--- config.mk ---
export PLATFORM = sky130hd
export DESIGN_NAME = pll_phase_ctrl
export DESIGN_NICKNAME = d
export VERILOG_FILES = /design/src/rtl/pll_phase_ctrl.sv
export SDC_FILE = /design/constraint.sdc
export NUM_CORES = 1
export LEC_CHECK = 0
export ABC_AREA = 1
export CELL_PAD_IN_SITES_DETAIL_PLACEMENT = 0
export CELL_PAD_IN_SITES_GLOBAL_PLACEMENT = 1
export CORE_ASPECT_RATIO = 0.6
export CORE_MARGIN = 5
export CORE_UTILIZATION = 41
export CTS_CLUSTER_SIZE = 16
export DETAILED_ROUTE_END_ITERATION = 16
export PLACE_DENSITY = 0.78
export SYNTH_ARGS = -nofsm -noshare
export SYNTH_HDL_FRONTEND = slang
export SYNTH_SLANG_ARGS = --single-unit
--- constraint.sdc ---
create_clock -name clk -period 2 [get_ports clk]
set_input_delay 0.3 -clock clk [delete_from_list [all_inputs] [get_ports clk]]
set_output_delay 0.3 -clock clk [all_outputs]
set_load 0.01 [all_outputs]
--- src/rtl/pll_phase_ctrl.sv ---
// PLL reset sequencer, lock qualifier and dynamic phase-step controller.
// Drives PLL reset and PHASE_STEP_N, and tracks the CLKOUT phase position modulo PHASE_MOD.
module pll_phase_ctrl #(
  parameter int unsigned RST_CYCLES         = 16,
  parameter int unsigned LOCK_STABLE_CYCLES = 1024,
  parameter int unsigned LOCK_TIMEOUT       = 65535,
  parameter int unsigned STEP_GAP           = 4,
  parameter int unsigned PHASE_MOD          = 40,
  parameter logic [2:0]  PHASE_SEL_VAL      = 3'd0
) (
  input  logic       clk,
  input  logic       rst,
  input  logic       pll_lock,
  output logic       pll_rst,
  output logic       pll_ready,
  input  logic       shift_req,
  input  logic       shift_dir,
  input  logic [5:0] shift_cnt,
  output logic       shift_busy,
  output logic       shift_ack,
  output logic [2:0] phase_sel,
  output logic       phase_dir,
  output logic       phase_step_n,
  output logic [5:0] phase_pos,
  output logic [7:0] relock_cnt,
  output logic       err_timeout
);

  typedef enum logic [2:0] {
    S_RST_PLL,
    S_WAIT_LOCK,
    S_STABLE,
    S_READY,
    S_STEP_LO,
    S_STEP_HI
  } state_t;

  state_t      state, state_nxt;
  logic [31:0] cnt, cnt_nxt;
  logic [5:0]  rem, rem_nxt;
  logic [5:0]  pos_nxt;
  logic        dir_nxt;
  logic        ack_nxt;
  logic [7:0]  relock_nxt;
  logic        err_nxt;
  logic        lock_meta_p0;
  logic        lock_sync_p1;

  function automatic logic [5:0] pos_advance(input logic [5:0] p);
    return (p == 6'(PHASE_MOD - 1)) ? 6'd0 : p + 6'd1;
  endfunction

  function automatic logic [5:0] pos_retard(input logic [5:0] p);
    return (p == 6'd0) ? 6'(PHASE_MOD - 1) : p - 6'd1;
  endfunction

  function automatic logic [7:0] sat_inc8(input logic [7:0] v);
    return (v == 8'hFF) ? v : v + 8'd1;
  endfunction

  // Stage p0/p1: two-flop synchroniser for the asynchronous PLL lock
  always_ff @(posedge clk) begin
    if (rst) begin
      lock_meta_p0 <= 1'b0;
      lock_sync_p1 <= 1'b0;
    end else begin
      lock_meta_p0 <= pll_lock;
      lock_sync_p1 <= lock_meta_p0;
    end
  end

  always_comb begin
    state_nxt  = state;
    cnt_nxt    = cnt + 32'd1;
    rem_nxt    = rem;
    pos_nxt    = phase_pos;
    dir_nxt    = phase_dir;
    ack_nxt    = 1'b0;
    relock_nxt = relock_cnt;
    err_nxt    = err_timeout;
    case (state)
      S_RST_PLL: begin
        if (cnt == RST_CYCLES - 1) begin
          state_nxt = S_WAIT_LOCK;
          cnt_nxt   = '0;
        end
      end
      S_WAIT_LOCK: begin
        if (lock_sync_p1) begin
          state_nxt = S_STABLE;
          cnt_nxt   = '0;
        end else if (cnt == LOCK_TIMEOUT - 1) begin
          state_nxt = S_RST_PLL;
          cnt_nxt   = '0;
          err_nxt   = 1'b1;
        end
      end
      S_STABLE: begin
        if (!lock_sync_p1) begin
          state_nxt = S_WAIT_LOCK;
          cnt_nxt   = '0;
        end else if (cnt == LOCK_STABLE_CYCLES - 1) begin
          state_nxt = S_READY;
          cnt_nxt   = '0;
        end
      end
      S_READY: begin
        cnt_nxt = '0;
        if (!lock_sync_p1) begin
          state_nxt  = S_RST_PLL;
          pos_nxt    = '0;
          relock_nxt = sat_inc8(relock_cnt);
        end else if (shift_req && !shift_ack) begin
          dir_nxt = shift_dir;
          rem_nxt = shift_cnt;
          if (shift_cnt == 6'd0) ack_nxt = 1'b1;
          else state_nxt = S_STEP_LO;
        end
      end
      S_STEP_LO: begin
        if (!lock_sync_p1) begin
          state_nxt  = S_RST_PLL;
          cnt_nxt    = '0;
          pos_nxt    = '0;
          relock_nxt = sat_inc8(relock_cnt);
        end else if (cnt == STEP_GAP - 1) begin
          state_nxt = S_STEP_HI;
          cnt_nxt   = '0;
        end
      end
      S_STEP_HI: begin
        if (!lock_sync_p1) begin
          state_nxt  = S_RST_PLL;
          cnt_nxt    = '0;
          pos_nxt    = '0;
          relock_nxt = sat_inc8(relock_cnt);
        end else if (cnt == STEP_GAP - 1) begin
          cnt_nxt = '0;
          rem_nxt = rem - 6'd1;
          pos_nxt = phase_dir ? pos_advance(phase_pos) : pos_retard(phase_pos);
          if (rem == 6'd1) begin
            state_nxt = S_READY;
            ack_nxt   = 1'b1;
          end else begin
            state_nxt = S_STEP_LO;
          end
        end
      end
      default: begin
        state_nxt = S_RST_PLL;
        cnt_nxt   = '0;
      end
    endcase
  end

  always_ff @(posedge clk) begin
    if (rst) begin
      state       <= S_RST_PLL;
      cnt         <= '0;
      phase_pos   <= '0;
      phase_dir   <= 1'b0;
      shift_ack   <= 1'b0;
      relock_cnt  <= '0;
      err_timeout <= 1'b0;
    end else begin
      state       <= state_nxt;
      cnt         <= cnt_nxt;
      phase_pos   <= pos_nxt;
      phase_dir   <= dir_nxt;
      shift_ack   <= ack_nxt;
      relock_cnt  <= relock_nxt;
      err_timeout <= err_nxt;
    end
  end

  // Remaining-step count is only meaningful inside a shift, so it carries no reset
  always_ff @(posedge clk) begin
    rem <= rem_nxt;
  end

  assign pll_rst      = (state == S_RST_PLL);
  assign pll_ready    = (state == S_READY) || (state == S_STEP_LO) || (state == S_STEP_HI);
  assign shift_busy   = (state == S_STEP_LO) || (state == S_STEP_HI);
  assign phase_step_n = (state != S_STEP_LO);
  assign phase_sel    = PHASE_SEL_VAL;

endmodule

==> metrics <==
Static Leak 1.75 nW; layout filler cell count 784; Synth Instances 507; Adder-Cell Fraction of Synth Area 0.0291; Distinct cells, synth 37; nets 585; die footprint 10400 um2; Startpoint Class flip-flop; Final HPWL DP 7040 um; hold_sp lock_meta_p0; mux cell area share after synthesis 0; Max-Cap Viols 0; Peak VDD IR 0.000469 V; WL/cell 13.3 um; largest cells by area after synthesis dfxtp_1 (31%), nor2_1 (13%), nand2_1 (10%); grt ovf 0; Max stage delay cell, worst path clkdlybuf4s50_1; CP startpoint state[1]; Top-Level Pins 35; Post-synth EDFFs 6; drt total wl 9010 um; # port buffers 31; Worst Reg-to-Reg Cells 8; drt pass-1 iters 5; largest net degree at the start of global routing 28; Clock Sinks 60; Yosys warning count 0; post-synthesis xor/xnor area fraction 0.0839; most area-hungry cell type in the Yosys netlist dfxtp_1; Die Span Y 81 um; maximum root-to-sink buffer count 2; area fraction of the dominant cell type after synthesis 0.314; global placement routability congestion 0.909; final hold violation count 0; sequential share of the synthesized area 0.366; final setup violating endpoints 0; Synth Area per Inst 6.79 um2; cell count of the worst hold path 2; Vias/cell 4.88; largest family of logic cells by synthesized area simple AND/OR/NAND/NOR gates; compound-cell area share of the yosys netlist 0.0745; Async SR Flop Fraction 0; most common flop cell mapped by yosys dfxtp_1; r2r setup slk 0.14 ns; CTS Root Cell clkbuf_16; vias in the first global route 2906; cts hold-fix bufs 0; post-placement cell area 4020 um2; clock skew 0.00685 ns; Worst path max stage delay 0.57 ns; DR iter-0 viols 259; critical path endpoint category primary output; CP max FO 5; Post CTS Setup Buffer Count 0; Tmin final 1.92 ns; Max H-tree Level 3; Die Width 128 um; Least-Margin Pin Slew 0.510 ns; WP data required 1.70 ns; initial core utilization 0.428; Skew-Pair Late Insertion Delay 0.33 ns; Seq cells post-synth 60; antenna violations before repair 0; via count 3311; cell class contributing the biggest share of worst-path delay buffers and inverters; Inserted Clock Buffers 9; period utilisation layout 0.959; pins over their slew limit 0; status completed; most instantiated cells after synthesis nor2_1 (117), nand2_1 (92), inv_1 (61), dfxtp_1 (54), nand3_1 (31); worst reg2reg path endpoint rem[1]; core area 8040 um2; All-Layer GR Usage 0.181; most numerous cell in the Yosys netlist nor2_1; Crit path arrival time 1.62 ns; Hold Crit Class reg -> reg; Clock transition at path regs 0.05 ns; Post-Layout Inst Area 4320 um2; worst r2r src cnt[21]; Synth Area in Simple Gates 0.361; first-pass GRT wire length 14700 um; share of cells above drive strength 1 0.0963; critical path cell sequence inv_1 -> nand2_1 -> inv_1 -> nand2_1 -> clkdlybuf4s50_1; Bufs and invs on worst path 3; Area Overhead vs Synth 25.3%; CTS tree built; maximum clock rate 521 MHz; Mapped Area 3440 um2; Core Rows 25; Worst Hold Slack 0.405 ns; Slew headroom 0.660; Hold Path Sink lock_sync_p1; PwrDens 920 nW/um2; DR DRC count 0; Final ANT Viol Nets 0; CP Class reg -> out; n_diodes 0
[worst min-delay path: cells and delay by family (launching register included)]
family | cells | cell delay [ns]
and+or+nand+nor | 1 | 0.03
buffers and inverters | 1 | 0.04
DFF | 1 | 0.29
[metrics by stage]
| stage | std cells | setup TNS (ns) | util | power, W | worst slack (ns) |
|---|---|---|---|---|---|
| 2_1_floorplan | 509 | 0 | - | 0.00217 | 0.165 |
| 3_3_place_gp | 663 | 0 | 0.500 | 0.00258 | 0.123 |
| 3_5_place_dp | 663 | 0 | 0.500 | 0.00259 | 0.0392 |
| 4_1_cts | 679 | 0 | 0.533 | 0.00399 | 0.0197 |
| 5_1_grt | 679 | -0.00210 | 0.537 | 0.00422 | -0.00210 |
| 6_report | 679 | 0 | 0.537 | 0.00397 | 0.0816 |
[routing by layer]
metal / vias up / GRT usage / wire length (um)
met2: 107 / 0.209 / 2990
met3: 9 / 0.0545 / 691
li1: 1736 / - / -
met5: - / 0 / 0
met4: 0 / 0.0413 / 72
met1: 1459 / 0.304 / 5260
[state kept, by name, summed over array words and instances (netlist names)]
signal / cells
relock_cnt: 8
shift_ack: 1
lock_meta_p0: 1
phase_dir: 1
cnt: 32
rem: 6
state: 3
lock_sync_p1: 1
phase_pos: 6
err_timeout: 1
[final cells by class]
cell class / instances / area (um2) / share of cell area
Tap cell: 108 / 135 / 0.0313
Clock buffer: 10 / 229 / 0.0530
Timing Repair Buffer: 55 / 492 / 0.114
Sequential cell: 60 / 1260 / 0.293
Clock inverter: 6 / 40.0 / 0.00928
Multi-Input combinational cell: 379 / 1930 / 0.447
Inverter: 61 / 229 / 0.0530
[worst max-delay path by stage]
stage / to / slack, ns / depth (start not counted)
after global routing: phase_step_n / -0.002 / 5
after detailed placement: cnt[21] / 0.04 / 10
final: phase_step_n / 0.08 / 5
after global placement: cnt[31] / 0.12 / 10
after floorplan: rem[0] / 0.16 / 7
after CTS: cnt[21] / 0.02 / 10
[kinds of logic after synthesis]
kind of cell               Yosys count
buffers and inverters               70
adders and majority gates            8
and+or+nand+nor                    287
xor gates and xnor gates            33
DFF                                 60
AOI/OAI and AO/OA                   48
other                                1
[what timing repair did]
item / CTS / global route
pin swaps: 0 / 1
resized for setup: 1 / 8
setup endpoints to repair: 1 / 45
hold endpoints to repair: 0 / 0
[layout by cell type (no fill, tap or decap), types with 4 or more instances in the layout]
cell type,count
dfxtp_1,52
ha_1,7
nor3_1,16
inv_1,61
clkbuf_16,9
xnor2_1,13
o21ai_0,21
clkdlybuf4s50_1,29
nand3_1,31
buf_4,24
nor2_1,115
nand2_1,92
xor2_1,20
edfxtp_1,6
nor2_2,4
a21oi_1,19
nand4_1,14
[report_power, final]
part	switching (W)	leakage [nW]	internal, W
logic	0.000687	1.13	0.000468
clock network	0.000543	0.129	0.000834
registers	0.000128	0.492	0.00131
total	0.00136	1.75	0.00261
Note: power is estimated with default switching activity, not from simulation.
